### config.mk
export PLATFORM = sky130hd
export DESIGN_NAME = dist_mem_responder
export DESIGN_NICKNAME = d
export VERILOG_FILES = /design/src/rtl/dist_mem_pkg.sv /design/src/rtl/dist_mem_init_seq.sv /design/src/rtl/dist_mem_responder.sv
export SDC_FILE = /design/constraint.sdc
export NUM_CORES = 1
export LEC_CHECK = 0
export CAP_MARGIN = 20
export CORE_MARGIN = 2
export CORE_UTILIZATION = 60
export CTS_CLUSTER_DIAMETER = 120
export DETAILED_ROUTE_END_ITERATION = 16
export PLACE_DENSITY = 0.77
export SYNTH_ARGS = -nofsm -noshare
export SYNTH_HDL_FRONTEND = slang
export SYNTH_SLANG_ARGS = --single-unit
### constraint.sdc
create_clock -name clk_i -period 4.4 [get_ports clk_i]
set_input_delay 0.44 -clock clk_i [delete_from_list [all_inputs] [get_ports clk_i]]
set_output_delay 0.44 -clock clk_i [all_outputs]
set_load 0.01 [all_outputs]
### src/rtl/dist_mem_pkg.sv
// Shared types and constants for the distributed-RAM responder.
// Covers the fill pattern selection, init FSM state encoding and a clog2 helper.
package dist_mem_pkg;

    typedef enum logic [1:0] {
        INIT_NONE     = 2'd0,
        INIT_ALL_ZERO = 2'd1,
        INIT_ALL_ONE  = 2'd2
    } init_mode_e;

    localparam logic INIT_ZERO_BIT = 1'b0;
    localparam logic INIT_ONE_BIT  = 1'b1;

    localparam logic [1:0] ST_IDLE  = 2'd0;
    localparam logic [1:0] ST_FILL  = 2'd1;
    localparam logic [1:0] ST_READY = 2'd2;

    function automatic int clog2(input int value);
        int r;
        r = 0;
        while ((1 << r) < value) r++;
        if (r == 0) r = 1;
        return r;
    endfunction

endpackage

### src/rtl/dist_mem_init_seq.sv
// Post-reset init sequencer: walks every address once, driving the fill pattern,
// then parks in READY until the next reset.
//
//  state    | meaning
//  ---------+-----------------------------------------------------------
//  ST_IDLE  | one cycle after reset; picks FILL or READY from MODE
//  ST_FILL  | writes fill_data to fill_addr, one word per cycle, busy=1
//  ST_READY | array owned by the port; held until reset
module dist_mem_init_seq
    import dist_mem_pkg::*;
#(
    parameter int         ADDR_DEPTH = 128,
    parameter int         DATA_WIDTH = 8,
    parameter int         ADDR_WIDTH = 7,
    parameter init_mode_e MODE       = INIT_NONE
) (
    input  logic                  clk_i,
    input  logic                  rst_n_i,
    output logic                  fill_we,
    output logic [ADDR_WIDTH-1:0] fill_addr,
    output logic [DATA_WIDTH-1:0] fill_data,
    output logic                  busy,
    output logic                  ready
);

    // One extra counter bit so a power-of-two depth reaches its last address cleanly.
    localparam logic [ADDR_WIDTH:0] LAST_ADDR = (ADDR_WIDTH + 1)'(ADDR_DEPTH - 1);
    localparam logic [ADDR_WIDTH:0] CNT_ONE   = (ADDR_WIDTH + 1)'(1);

    logic [1:0]          state;
    logic [1:0]          state_nxt;
    logic [ADDR_WIDTH:0] cnt;
    logic [ADDR_WIDTH:0] cnt_nxt;

    always_comb begin
        state_nxt = state;
        cnt_nxt   = cnt;
        case (state)
            ST_IDLE: begin
                cnt_nxt   = '0;
                state_nxt = (MODE == INIT_NONE) ? ST_READY : ST_FILL;
            end
            ST_FILL: begin
                if (cnt == LAST_ADDR) state_nxt = ST_READY;
                else                  cnt_nxt   = cnt + CNT_ONE;
            end
            ST_READY: state_nxt = ST_READY;
            default:  state_nxt = ST_IDLE;
        endcase
    end

    always_ff @(posedge clk_i) begin
        if (!rst_n_i) begin
            state <= ST_IDLE;
            cnt   <= '0;
        end else begin
            state <= state_nxt;
            cnt   <= cnt_nxt;
        end
    end

    assign fill_we   = (state == ST_FILL);
    assign busy      = (state == ST_FILL);
    assign ready     = (state == ST_READY);
    assign fill_addr = cnt[ADDR_WIDTH-1:0];
    assign fill_data = {DATA_WIDTH{(MODE == INIT_ALL_ONE) ? INIT_ONE_BIT : INIT_ZERO_BIT}};

endmodule

### src/rtl/dist_mem_responder.sv
// Single-clock distributed-RAM responder with post-reset fill and selectable read latency.
// Optional feature macro: DIST_MEM_PARITY_EN (per-word even parity, injection and check).
module dist_mem_responder
    import dist_mem_pkg::*;
#(
    parameter int    ADDR_DEPTH = 128,
    parameter int    DATA_WIDTH = 8,
    parameter int    ADDR_WIDTH = clog2(ADDR_DEPTH),
    parameter string REGMODE    = "reg",
    parameter string INIT_MODE  = "none"
) (
    input  logic                  clk_i,
    input  logic                  rst_n_i,
    input  logic                  wr_clk_en_i,
    input  logic                  wr_en_i,
    input  logic [ADDR_WIDTH-1:0] wr_addr_i,
    input  logic [DATA_WIDTH-1:0] wr_data_i,
    input  logic                  rd_clk_en_i,
    input  logic                  rd_en_i,
    input  logic [ADDR_WIDTH-1:0] rd_addr_i,
    output logic [DATA_WIDTH-1:0] rd_data_o,
    output logic                  rd_valid_o,
    output logic [DATA_WIDTH-1:0] mem_rdout_o,
`ifdef DIST_MEM_PARITY_EN
    input  logic                  parity_inj_i,
    output logic                  parity_err_o,
`endif
    output logic                  init_busy_o
);

`ifdef DIST_MEM_PARITY_EN
    localparam int MEM_WIDTH = DATA_WIDTH + 1;
`else
    localparam int MEM_WIDTH = DATA_WIDTH;
`endif

    localparam logic [ADDR_WIDTH:0] DEPTH_W = (ADDR_WIDTH + 1)'(ADDR_DEPTH);
    localparam init_mode_e INIT_SEL =
        (INIT_MODE == "all_zero") ? INIT_ALL_ZERO :
        (INIT_MODE == "all_one")  ? INIT_ALL_ONE  : INIT_NONE;

    logic [MEM_WIDTH-1:0]  mem [ADDR_DEPTH];

    logic                  fill_we;
    logic [ADDR_WIDTH-1:0] fill_addr;
    logic [DATA_WIDTH-1:0] fill_data;
    logic                  ready;

    logic                  wr_in_range;
    logic                  rd_in_range;
    logic                  wr_acc;
    logic                  rd_acc;
    logic [MEM_WIDTH-1:0]  wr_word;
    logic [MEM_WIDTH-1:0]  fill_word;
    logic [MEM_WIDTH-1:0]  rd_raw;
    logic [DATA_WIDTH-1:0] rd_word;

    dist_mem_init_seq #(
        .ADDR_DEPTH (ADDR_DEPTH),
        .DATA_WIDTH (DATA_WIDTH),
        .ADDR_WIDTH (ADDR_WIDTH),
        .MODE       (INIT_SEL)
    ) u_init_seq (
        .clk_i     (clk_i),
        .rst_n_i   (rst_n_i),
        .fill_we   (fill_we),
        .fill_addr (fill_addr),
        .fill_data (fill_data),
        .busy      (init_busy_o),
        .ready     (ready)
    );

    assign wr_in_range = ({1'b0, wr_addr_i} < DEPTH_W);
    assign rd_in_range = ({1'b0, rd_addr_i} < DEPTH_W);
    assign wr_acc      = ready && wr_clk_en_i && wr_en_i && wr_in_range;
    assign rd_acc      = ready && rd_clk_en_i && rd_en_i;

`ifdef DIST_MEM_PARITY_EN
    assign wr_word   = {(^wr_data_i) ^ parity_inj_i, wr_data_i};
    assign fill_word = {^fill_data, fill_data};
`else
    assign wr_word   = wr_data_i;
    assign fill_word = fill_data;
`endif

    // Fill and port writes never overlap (port needs READY), fill still takes priority.
    always_ff @(posedge clk_i) begin
        if (fill_we)     mem[fill_addr] <= fill_word;
        else if (wr_acc) mem[wr_addr_i] <= wr_word;
    end

    assign rd_raw      = rd_in_range ? mem[rd_addr_i] : '0;
    assign rd_word     = rd_raw[DATA_WIDTH-1:0];
    assign mem_rdout_o = rd_word;

    if (REGMODE == "reg") begin : g_rd_reg
        logic [DATA_WIDTH-1:0] rd_data_q;
        logic                  rd_valid_q;
`ifdef DIST_MEM_PARITY_EN
        logic                  perr_q;
`endif

        // rd_raw is sampled before this edge's write lands, so a colliding read sees the old word.
        always_ff @(posedge clk_i) begin
            if (!rst_n_i) begin
                rd_data_q  <= '0;
                rd_valid_q <= 1'b0;
`ifdef DIST_MEM_PARITY_EN
                perr_q     <= 1'b0;
`endif
            end else if (rd_acc) begin
                rd_data_q  <= rd_word;
                rd_valid_q <= 1'b1;
`ifdef DIST_MEM_PARITY_EN
                perr_q     <= ^rd_raw;
`endif
            end else begin
                rd_valid_q <= 1'b0;
`ifdef DIST_MEM_PARITY_EN
                perr_q     <= 1'b0;
`endif
            end
        end

        assign rd_data_o  = rd_data_q;
        assign rd_valid_o = rd_valid_q;
`ifdef DIST_MEM_PARITY_EN
        assign parity_err_o = perr_q;
`endif
    end else begin : g_rd_comb
        assign rd_data_o  = ready ? rd_word : '0;
        assign rd_valid_o = rd_acc;
`ifdef DIST_MEM_PARITY_EN
        assign parity_err_o = rd_acc & (^rd_raw);
`endif
    end

endmodule
==> results.yml <==
run_status:
  status: "finished, final reports clean"
routing:
  drt_iter0_drc: 2627
  avgRoutedWirePerCell_um: 30.3
  viasPerCell: 6.72
  ant_nets: 0
  drtPass1Iterations: 5
  drc: 0
  vias: 21132
  wl_um: 95400
setup_path:
  worstPathMaxFanout: 13
  worstPathRequired_ns: 3.96
  r2r_start: "u_init_seq.state[1]"
  crit_arrival_ns: 3.77
  cp-end-kind: "output pin"
  critPathLaunch: "rd_addr_i[5]"
  cp-endpoint: "mem_rdout_o[0]"
  path_class: "in2out"
  worstRegToRegCells: 5
  cp-start-kind: "input pin"
  reg2reg_slack_ns: 1.33
  r2r_end: "mem[42][1]"
synth:
  synth-seq-cells: 1034
  synth-edff-count: 1024
  ys_warn_count: 0
  async_flop_share: 0
  synth.area.top_cells: "edfxtp_1, mux4_2, mux2i_1, a22oi_1, nor2_1"
  synth.top_cell.area_share: 0.756
  synth_seq_area_share: 0.761
  synth.avg_cell_area_sq_um: 19.6
  yosysUniqueCellTypes: 55
  synth_nets: 2100
  syn_inst: 2072
  syn_area_sq_mm: 0.0407
  synth_flop_cell: "edfxtp_1"
  yosysTopAreaCell: "edfxtp_1"
placement:
  dp_hpwl_um: 58900
  globalplace.congestion: 0.881
  portBuffers: 44
  pre_cts_slack_ns: 0.362
global_route:
  grt_usage: 0.277
  antenna_found_initial: 1
  grt_overflow: 0
  grt_max_degree: 80
  grt_pass1_wl_um: 140000
  grt_pass1_vias: 20731
min_path:
  min_path_cells: 1
  hold_path_class: "in2reg"
timing:
  relSlewSlack: 0.367
  fin_setup_tns_ns: 0
  rsz0062_at_grt: "false"
  fin_worst_skew_ns: 0.0328
  fmax_mhz: 238
  period_needed_ns: 4.21
  maxSlewViolCount: 0
  final-setup-viol-count: 0
  hold_viol: 0
  tightest_slew_ns: 0.947
  finalCritPeriodShare: 0.957
  fin_ws_ns: 0.190
clock_tree:
  cts_hold_buf: 0
  clock_latency_ns: 0.66
  cts-buffers-inserted: 99
  root_buffer: "clkbuf_16"
  post_cts_resized: 0
  cts_buffer_depth: 3
  cts_sinks: 1034
  clk_pin_slew_worst_paths_ns: 0.06
  cts_tree: "built"
  htree_levels: 3
  cts_setup_buffers: 0
power:
  comb_power_share: 0.039
  ir_worst_vdd_v: 0.000371
  p_seq_frac: 0.543
  p_leak_nw: 17.0
  p_int_mw: 15.7
  power_density_mw_per_mm2: 435
  power_switching_mw: 4.07
  switching_share: 0.206
  clkPwrFrac: 0.418
floorplan:
  die_h_um: 264
  coreArea_sq_mm: 0.0672
  die_area_sq_mm: 0.0699
  start_util: 0.605
  num_rows: 95
  die_x_um: 264
  num_io_pins: 46
layout:
  final_common_cell: "edfxtp_1"
  fill_cells: 4027
  mostFrequentLayoutCells: "edfxtp_1, mux2i_1, mux4_2"
  area_growth_pct: 11.8
  final_nets: 2216
  drive_above_1_share: 0.187
run:
  max-cap-violations: 0
[sequential cells by signal, summed over array words and instances, names as in the netlist]
signal,cells
u_init_seq.state,1
rd_data_o,8
mem,1024
rd_valid_o,1
[worst min-delay path by stage]
stage | slack [ns] | end | start
final | 0.30 | u_init_seq.state[1] | rst_n_i
after global routing | 0.31 | u_init_seq.state[1] | rst_n_i
after CTS | 0.28 | u_init_seq.state[1] | rst_n_i
after detailed placement | 0.50 | rd_data_o[1] | rd_data_o[1]
after global placement | 0.50 | rd_data_o[1] | rd_data_o[1]
after floorplan | 0.47 | u_init_seq.state[1] | rst_n_i
[power groups by stage]
stage	logic (mW)	registers, mW	clock network (mW)
after floorplan	0.480	11.0	0
after global placement	0.738	11.0	0
after detailed placement	0.754	11.0	0
after CTS	0.758	10.7	8.30
after global routing	0.800	10.7	8.68
final	0.765	10.7	8.27
[cell usage after synthesis (all sizes together), types with 2 or more instances]
library cell and count:
nor2b 18, inv 4, a2111o 4, a211o 2
nor4 4, dfxtp 10, nor3b 2, o22ai 13
mux4 161, o22a 6, a22o 11, and3 3
nor2 154, clkbuf 32, a211oi 4, and2 11
nand3b 5, mux2 8, edfxtp 1024, a31oi 9
nand2b 8, nand4b 2, o21ai 13, o211a 3
a21oi 22, nand4 12, a22oi 84, nand3 35
mux2i 224, buf 85, or2 3, a221oi 11
o221ai 3, nor3 10, nand2 51, o31ai 12
[final cells by class]
| cell class | instances | area [sq um] | share of cell area |
|---|---|---|---|
| clock inverter | 61 | 512 | 0.0113 |
| timing repair buffer | 132 | 1270 | 0.0280 |
| tap | 873 | 1090 | 0.0240 |
| sequential | 1034 | 30900 | 0.681 |
| multi-input combinational | 917 | 8990 | 0.198 |
| clock buffer | 120 | 2620 | 0.0576 |
| inverter | 4 | 15.0 | 0.000330 |
| antenna | 2 | 5.00 | 0.000110 |
[per-stage QoR]
step / area (sq um) / hold slack [ns] / util / std cells / power [mW]
finish: 45500 / 0.303 / 0.677 / 3143 / 19.8
floorplan: 40700 / 0.468 / - / 2072 / 11.4
global route: 45400 / 0.307 / 0.677 / 3141 / 20.2
CTS: 45400 / 0.278 / 0.677 / 3141 / 19.8
detailed placement: 42300 / 0.497 / 0.630 / 2960 / 11.7
global placement: 42300 / 0.496 / 0.630 / 2960 / 11.7
[critical path, stage by stage]
cell and delay [ns]:
clkdlybuf4s50_1 1.09, nand2_1 0.18, nor2_1 0.49, nand4_1 0.15, nand3_1 0.26, nor4_2 0.10
nor2_1 0.40, clkdlybuf4s50_1 0.63
[cell families (layout without fill, tap and decap cells)]
logic type / after synthesis / count (layout) / synth area share
and+or+nand+nor: 319 / 319 / 0.0362
AOI/OAI and AO/OA: 204 / 204 / 0.0373
buffers and inverters: 121 / 317 / 0.0186
other: 1 / 3 / 0.0000922
DFF: 1034 / 1034 / 0.761
muxes: 393 / 393 / 0.147
[layer usage]
metal	share of wire	track usage	up-vias
li1	-	-	8717
met1	0.38	0.401	10857
met2	0.47	0.425	1339
met3	0.11	0.0633	219
met4	0.034	0.0920	0
met5	0	0	-
Note: power is estimated with default switching activity, not from simulation.
